### src/rtl/defines.vh
// Shared bus widths for the dual-lane flush queue.
`ifndef DUAL_LANE_FLUSH_QUEUE_DEFINES_VH
`define DUAL_LANE_FLUSH_QUEUE_DEFINES_VH
`define ADDRESS_WIDTH 32
`define ID_WIDTH 8
`endif

### src/rtl/dual_lane_flush_queue_pkg.sv
// Shared types and helpers for the dual-lane flush queue.
`include "defines.vh"

package dual_lane_flush_queue_pkg;

   localparam int ADDR_W = `ADDRESS_WIDTH;
   localparam int ID_W   = `ID_WIDTH;
   localparam int KILL_W = 8;

   // Round-robin priority holder: which lane wins when both heads are live.
   typedef enum logic {
      PRIO_LANE1 = 1'b0,
      PRIO_LANE2 = 1'b1
   } prio_e;

   // One buffered request; live=0 marks an entry killed by a flush.
   typedef struct packed {
      logic [ADDR_W-1:0] address;
      logic [ID_W-1:0]   id;
      logic              live;
   } entry_t;

   // Saturating accumulate for the kill counter.
   function automatic logic [KILL_W-1:0] sat_add(input logic [KILL_W-1:0] cur, input int add);
      int sum;
      sum = int'(cur) + add;
      if (sum > ((1 << KILL_W) - 1)) begin
         return '1;
      end
      return KILL_W'(sum);
   endfunction

endpackage

### src/rtl/dual_lane_flush_queue_flush_fifo.sv
// One lane FIFO of {address, id, live}. A flush clears the live bit of every
// buffered entry carrying the flush tag; a push that matches the flush tag in
// the same cycle is written already dead. Dead entries still occupy a slot
// until the owner pops them.
module flush_fifo
   import dual_lane_flush_queue_pkg::*;
#(
   parameter int DEPTH = 4
) (
   input  logic                         clk,
   input  logic                         reset,
   input  logic                         push,
   input  logic [ADDR_W-1:0]            push_address,
   input  logic [ID_W-1:0]              push_id,
   input  logic                         pop,
   input  logic                         flush,
   input  logic [ID_W-1:0]              flush_id,
   output entry_t                       head,
   output logic                         empty,
   output logic                         full,
   output logic [$clog2(DEPTH):0]       kills
);

   localparam int PTR_W = $clog2(DEPTH);
   localparam int CNT_W = PTR_W + 1;

   entry_t             mem_q [DEPTH];
   entry_t             mem_d [DEPTH];
   logic [PTR_W-1:0]   wr_ptr_q, wr_ptr_d;
   logic [PTR_W-1:0]   rd_ptr_q, rd_ptr_d;
   logic [CNT_W-1:0]   count_q, count_d;
   logic               push_eff;
   logic               pop_eff;
   logic               push_killed;
   logic [DEPTH-1:0]   slot_valid;
   logic [DEPTH-1:0]   slot_hit;

   assign empty       = (count_q == '0);
   assign full        = (count_q == CNT_W'(DEPTH));
   assign push_eff    = push && !full;
   assign pop_eff     = pop && !empty;
   assign push_killed = flush && (push_id == flush_id);
   assign head        = mem_q[rd_ptr_q];

   // Per-slot occupancy and flush match. The slot being popped this edge is
   // leaving the queue anyway, so it is never counted as a kill.
   for (genvar gi = 0; gi < DEPTH; gi++) begin : g_slot
      logic [PTR_W-1:0] offset;
      assign offset         = PTR_W'(gi) - rd_ptr_q;
      assign slot_valid[gi] = ({1'b0, offset} < count_q);
      assign slot_hit[gi]   = flush && slot_valid[gi] && mem_q[gi].live &&
                              (mem_q[gi].id == flush_id) &&
                              !(pop_eff && (rd_ptr_q == PTR_W'(gi)));
   end

   // Next storage contents, pointer movement and number of entries killed.
   always_comb begin
      mem_d    = mem_q;
      kills    = '0;
      for (int i = 0; i < DEPTH; i++) begin
         if (slot_hit[i]) begin
            mem_d[i].live = 1'b0;
            kills         = kills + CNT_W'(1);
         end
      end
      if (push_eff) begin
         mem_d[wr_ptr_q].address = push_address;
         mem_d[wr_ptr_q].id      = push_id;
         mem_d[wr_ptr_q].live    = !push_killed;
         if (push_killed) begin
            kills = kills + CNT_W'(1);
         end
      end
      wr_ptr_d = wr_ptr_q + PTR_W'(push_eff);
      rd_ptr_d = rd_ptr_q + PTR_W'(pop_eff);
      count_d  = count_q + CNT_W'(push_eff) - CNT_W'(pop_eff);
   end

   // Storage and pointer registers.
   always_ff @(posedge clk) begin
      if (reset) begin
         wr_ptr_q <= '0;
         rd_ptr_q <= '0;
         count_q  <= '0;
         for (int i = 0; i < DEPTH; i++) begin
            mem_q[i] <= '0;
         end
      end else begin
         wr_ptr_q <= wr_ptr_d;
         rd_ptr_q <= rd_ptr_d;
         count_q  <= count_d;
         for (int i = 0; i < DEPTH; i++) begin
            mem_q[i] <= mem_d[i];
         end
      end
   end

endmodule

### src/rtl/dual_lane_flush_queue.sv
// Two request lanes, each buffered in a flushable FIFO, merged round-robin
// into a single registered output. Either lane filling up stalls both lanes.
module dual_lane_flush_queue
   import dual_lane_flush_queue_pkg::*;
#(
   parameter int DEPTH = 4
) (
   input  logic                 clk,
   input  logic                 reset,
   input  logic [ADDR_W-1:0]    in_address_1,
   input  logic [ID_W-1:0]      in_id_1,
   input  logic                 in_valid_1,
   output logic                 out_stall_1,
   input  logic                 flush_1,
   input  logic [ID_W-1:0]      flush_id_1,
   input  logic [ADDR_W-1:0]    in_address_2,
   input  logic [ID_W-1:0]      in_id_2,
   input  logic                 in_valid_2,
   output logic                 out_stall_2,
   input  logic                 flush_2,
   input  logic [ID_W-1:0]      flush_id_2,
   output logic [ADDR_W-1:0]    mem_address,
   output logic [ID_W-1:0]      mem_id,
   output logic                 mem_lane,
   output logic                 mem_valid,
   input  logic                 mem_ready,
   output logic [KILL_W-1:0]    kill_count
);

   localparam int CNT_W = $clog2(DEPTH) + 1;

   entry_t              head_1, head_2;
   logic                empty_1, empty_2;
   logic                full_1, full_2;
   logic [CNT_W-1:0]    kills_1, kills_2;
   logic                stall;
   logic                push_1, push_2;
   logic                pop_1, pop_2;
   logic                live_head_1, live_head_2;
   logic                load;
   logic                grant_2;

   prio_e               prio_q, prio_d;
   logic [ADDR_W-1:0]   mem_address_q, mem_address_d;
   logic [ID_W-1:0]     mem_id_q, mem_id_d;
   logic                mem_lane_q, mem_lane_d;
   logic                mem_valid_q, mem_valid_d;
   logic [KILL_W-1:0]   kill_count_q, kill_count_d;

   // Occupancy comes from registered counters, so the stall never depends on
   // this cycle's pop: a full lane stays stalled until the pop has happened.
   assign stall       = full_1 || full_2;
   assign out_stall_1 = stall;
   assign out_stall_2 = stall;
   assign push_1      = in_valid_1 && !stall;
   assign push_2      = in_valid_2 && !stall;

   flush_fifo #(.DEPTH(DEPTH)) u_lane_1 (
      .clk          (clk),
      .reset        (reset),
      .push         (push_1),
      .push_address (in_address_1),
      .push_id      (in_id_1),
      .pop          (pop_1),
      .flush        (flush_1),
      .flush_id     (flush_id_1),
      .head         (head_1),
      .empty        (empty_1),
      .full         (full_1),
      .kills        (kills_1)
   );

   flush_fifo #(.DEPTH(DEPTH)) u_lane_2 (
      .clk          (clk),
      .reset        (reset),
      .push         (push_2),
      .push_address (in_address_2),
      .push_id      (in_id_2),
      .pop          (pop_2),
      .flush        (flush_2),
      .flush_id     (flush_id_2),
      .head         (head_2),
      .empty        (empty_2),
      .full         (full_2),
      .kills        (kills_2)
   );

   // Arbitration, pops, output register and kill counter next state.
   // Dead heads drain one per lane per cycle whether or not the output moves.
   always_comb begin
      live_head_1   = !empty_1 && head_1.live;
      live_head_2   = !empty_2 && head_2.live;
      load          = (!mem_valid_q || mem_ready) && (live_head_1 || live_head_2);
      grant_2       = live_head_2 && (!live_head_1 || (prio_q == PRIO_LANE2));
      pop_1         = (!empty_1 && !head_1.live) || (load && !grant_2);
      pop_2         = (!empty_2 && !head_2.live) || (load && grant_2);

      prio_d        = prio_q;
      mem_address_d = mem_address_q;
      mem_id_d      = mem_id_q;
      mem_lane_d    = mem_lane_q;
      mem_valid_d   = mem_valid_q;
      if (load) begin
         mem_valid_d   = 1'b1;
         mem_lane_d    = grant_2;
         mem_address_d = grant_2 ? head_2.address : head_1.address;
         mem_id_d      = grant_2 ? head_2.id : head_1.id;
         prio_d        = grant_2 ? PRIO_LANE1 : PRIO_LANE2;
      end else if (mem_ready) begin
         mem_valid_d = 1'b0;
      end

      kill_count_d = sat_add(kill_count_q, int'(kills_1) + int'(kills_2));
   end

   // Output register, priority state and kill counter.
   always_ff @(posedge clk) begin
      if (reset) begin
         prio_q        <= PRIO_LANE1;
         mem_address_q <= '0;
         mem_id_q      <= '0;
         mem_lane_q    <= 1'b0;
         mem_valid_q   <= 1'b0;
         kill_count_q  <= '0;
      end else begin
         prio_q        <= prio_d;
         mem_address_q <= mem_address_d;
         mem_id_q      <= mem_id_d;
         mem_lane_q    <= mem_lane_d;
         mem_valid_q   <= mem_valid_d;
         kill_count_q  <= kill_count_d;
      end
   end

   assign mem_address = mem_address_q;
   assign mem_id      = mem_id_q;
   assign mem_lane    = mem_lane_q;
   assign mem_valid   = mem_valid_q;
   assign kill_count  = kill_count_q;

endmodule

### config.mk
export PLATFORM = sky130hd
export DESIGN_NAME = dual_lane_flush_queue
export DESIGN_NICKNAME = d
export VERILOG_FILES = /design/src/rtl/dual_lane_flush_queue_pkg.sv /design/src/rtl/dual_lane_flush_queue_flush_fifo.sv /design/src/rtl/dual_lane_flush_queue.sv
export VERILOG_INCLUDE_DIRS = /design/src /design/src/rtl
export SDC_FILE = /design/constraint.sdc
export NUM_CORES = 1
export LEC_CHECK = 0
export ABC_AREA = 0
export BUFFER_PORTS_ARGS = -buffer_cell sky130_fd_sc_hd__buf_2
export CAP_MARGIN = 20
export CORE_AREA = 2 2 173 175
export CTS_BUF_LIST = sky130_fd_sc_hd__clkbuf_8
export DETAILED_ROUTE_END_ITERATION = 10
export DIE_AREA = 0 0 175 177
export GPL_ROUTABILITY_DRIVEN = 0
export HOLD_SLACK_MARGIN = 0.02
export PLACE_DENSITY = 0.91
export SLEW_MARGIN = 10
export SYNTH_ARGS = -nofsm -noshare
export SYNTH_HDL_FRONTEND = slang
export SYNTH_SLANG_ARGS = --single-unit
### constraint.sdc
create_clock -name clk -period 7.5 [get_ports clk]
set_clock_uncertainty 0.05 [all_clocks]
set_input_delay 1.5 -clock clk [delete_from_list [all_inputs] [get_ports clk]]
set_output_delay 1.5 -clock clk [all_outputs]
set_load 0.01 [all_outputs]
==> impl_metrics.py <==
metrics = {
    "outcome": {
        "status": "finished, final reports clean",
    },
    "floorplanning": {
        "die_h_um": 177,
        "io_pins": 155,
        "coreArea_um2": 29200,
        "die_w_um": 175,
        "initial_core_util_pct": 60.6,
        "core.rowCount": 63,
        "die_area_um2": 31000,
    },
    "sta": {
        "fin_crit_ns": 5.78,
        "fin_crit_sh_pct": 77.1,
        "tns_ns": 0,
        "max_slew_margin_pct": 20.6,
        "fmax_mhz": 173,
        "final_max_slew_viol_count": 0,
        "hold_viol": 0,
        "worstMarginPinSlew_ns": 1.19,
        "rsz0062_at_grt": "no",
        "setup_viol": 0,
    },
    "detailed_routing": {
        "final_antenna_net_count": 0,
        "vias_per_cell": 6.16,
        "drtPass1Iterations": 6,
        "avgRoutedWirePerCell_um": 19.4,
        "wl_mm": 49.8,
        "post-route-drc-count": 0,
        "vias": 15800,
        "drtIter0Drc": 2301,
    },
    "global_routing": {
        "grt_use_total_pct": 31.2,
        "antenna_found_initial": 12,
        "grt-ovfl-total": 0,
        "grt_max_degree": 187,
        "grt_pass1_wl_mm": 78.1,
        "grt_pass1_vias": 15200,
    },
    "synth": {
        "ys_types": 50,
        "syn_area_per_cell_um2": 8.65,
        "synth_seq_cells": 393,
        "synth_top_area_cell": "dfxtp_1",
        "netlist.area_leader.share_pct": 44.4,
        "ys_top_cells_by_area": "dfxtp_1 (44%), nand2_1 (13%), mux4_2 (10%), a21oi_1 (9.7%), clkbuf_1 (3.1%)",
        "yosysSeqAreaShare_pct": 44.4,
        "synthesis.area_um2": 17700,
        "synthCells": 2050,
        "async_flop_share_pct": 0,
        "synth_ff_type": "dfxtp_1",
        "synth_edf_count": 0,
        "ys_warn_count": 0,
        "syn-num-nets": 2193,
    },
    "cts": {
        "clockBufferDepth": 3,
        "clock-sinks": 393,
        "clk_pin_slew_ns": 0.07,
        "cts_made_buffers": 58,
        "cts_setup_buffers": 0,
        "cts-resized-gates": 0,
        "h-tree-depth": 2,
        "cts_tree": "yes",
        "cts_hold_buffers": 0,
        "cts_root_buf": "clkbuf_8",
        "clock_latency_ns": 0.60,
    },
    "finish": {
        "finish.instance_area_um2": 19800,
        "syn2layout_area_growth_pct": 11.7,
        "drive_above_1_share_pct": 16.7,
        "postLayoutCoreUtil_pct": 67.7,
        "nets": 2270,
        "final_common_cell": "nand2_1",
        "final_cell_mix": "nand2_1 (630), dfxtp_1 (389), a21oi_1 (345)",
        "final_cells": 2568,
    },
    "critical_path": {
        "reg2reg_slack_ns": 1.95,
        "start_kind": "input pin",
        "worstSetupPathType": "input pin to flip-flop",
        "critPathMaxStageDelay_ns": 0.51,
        "critical_path_buf_inv_count": 1,
        "path_cells": "buf_2, nor2b_1, a31o_4, a21oi_2, a211oi_1, ha_1, xnor2_1, ha_1, mux2_2, ha_1, mux2_2, fa_1, ha_1, fa_1, a21o_1, nand2_1, xor2_1, a21oi_1",
        "cp_slowest_cell": "a211oi_1",
        "crit_arrival_ns": 6.19,
        "cp_max_fo": 5,
        "critPathTopFamily": "adder cells",
        "path_common_cell": "ha_1",
        "required_ns": 7.91,
        "end_kind": "flip-flop",
    },
    "pwr": {
        "switchingPower_mw": 2.13,
        "power.density_nw_per_um2": 305,
        "peakVddDrop_v": 0.000227,
        "total_power_mw": 6.05,
        "power.leakage_nw": 7.27,
        "seq_power_share_pct": 41.7,
        "power_frac_comb_pct": 30.1,
        "clkPwrFrac_pct": 28.2,
        "intPower_mw": 3.91,
        "p_sw_share_pct": 35.3,
    },
    "job": {
        "drv_cap": 0,
    },
    "placement": {
        "placement.cell_area_um2": 18600,
        "place_inst": 2457,
        "io_buffer_count": 154,
        "hpwl_mm": 31.2,
    },
    "hold_path": {
        "hold_class": "flip-flop to flip-flop",
    },
}
[worst min-delay path, delay by kind of cell, from the launching register on]
kind | cells | cell delay (ns)
AO/OA/AOI/OAI | 1 | 0.05
AND/OR/NAND/NOR | 1 | 0.05
flip-flops | 1 | 0.31
[per-layer routing]
| metal | GRT usage [%] | vias up | wire [um] | part of all wire [%] |
|---|---|---|---|---|
| met5 | 0 | - | 97 | 0.19 |
| met4 | 14.2 | 14 | 2180 | 4.4 |
| met3 | 7.86 | 195 | 5430 | 11 |
| met2 | 50.4 | 1023 | 23500 | 47 |
| met1 | 39.7 | 7484 | 18600 | 37 |
| li1 | - | 7094 | - | - |
[Yosys cell counts, types with 3 or more instances]
cell         n
a21o_1       4
a21oi_1    345
a22oi_1     41
a31oi_1      5
and3_1       5
buf_1       11
clkbuf_1   145
dfxtp_1    393
fa_1         6
ha_1        34
inv_1       28
mux2i_1     41
mux4_2      82
nand2_1    630
nand3_1     10
nand4_1     12
nor2_1      76
nor2b_1      9
nor3_1      10
nor4_1      11
o2111ai_1    4
o22a_1       3
or3_1        6
xnor2_1     53
xor2_1      48
[power by group through the flow]
stage	Combinational, mW	Clock (mW)	Sequential, mW
2_1_floorplan	1.33	0	2.48
3_3_place_gp	1.71	0	2.54
3_5_place_dp	1.77	0	2.55
4_1_cts	1.79	1.71	2.51
5_1_grt	1.97	1.80	2.55
6_report	1.82	1.71	2.52
[cell type report]
type	instances	area, um^2
Clock buffer	74	1020
Clock inverter	31	148
Multi-Input combinational cell	1467	9180
Tap cell	390	488
Timing Repair Buffer	177	966
Antenna cell	6	15.0
Sequential cell	393	7870
Fill cell	2043	9450
Inverter	30	113
[through the flow]
stage,hold slack [ns],setup slack (ns)
after floorplan,0.383,1.71
after global placement,0.388,1.43
after detailed placement,0.395,1.21
after CTS,0.404,1.80
after global routing,0.416,1.47
final,0.404,1.72
[cells by family after synthesis]
group	synth area share, %
multiplexers	12.9
adder cells (fa/ha/maj)	3.08
flip-flops	44.4
buffers and inverters	4.08
AO/OA/AOI/OAI	13.1
AND/OR/NAND/NOR	17.5
XOR/XNOR	4.99
[final timing paths]
path / from / depth (start not counted) / to
max reg2reg: u_lane_1.rd_ptr_q[0] / 19 / kill_count[5]
min: flip-flop / 2 / flip-flop
max: mem_ready / 18 / kill_count[5]
min reg2reg: flip-flop / 2 / flip-flop
No activity file was read; power rests on OpenSTA's default activity.
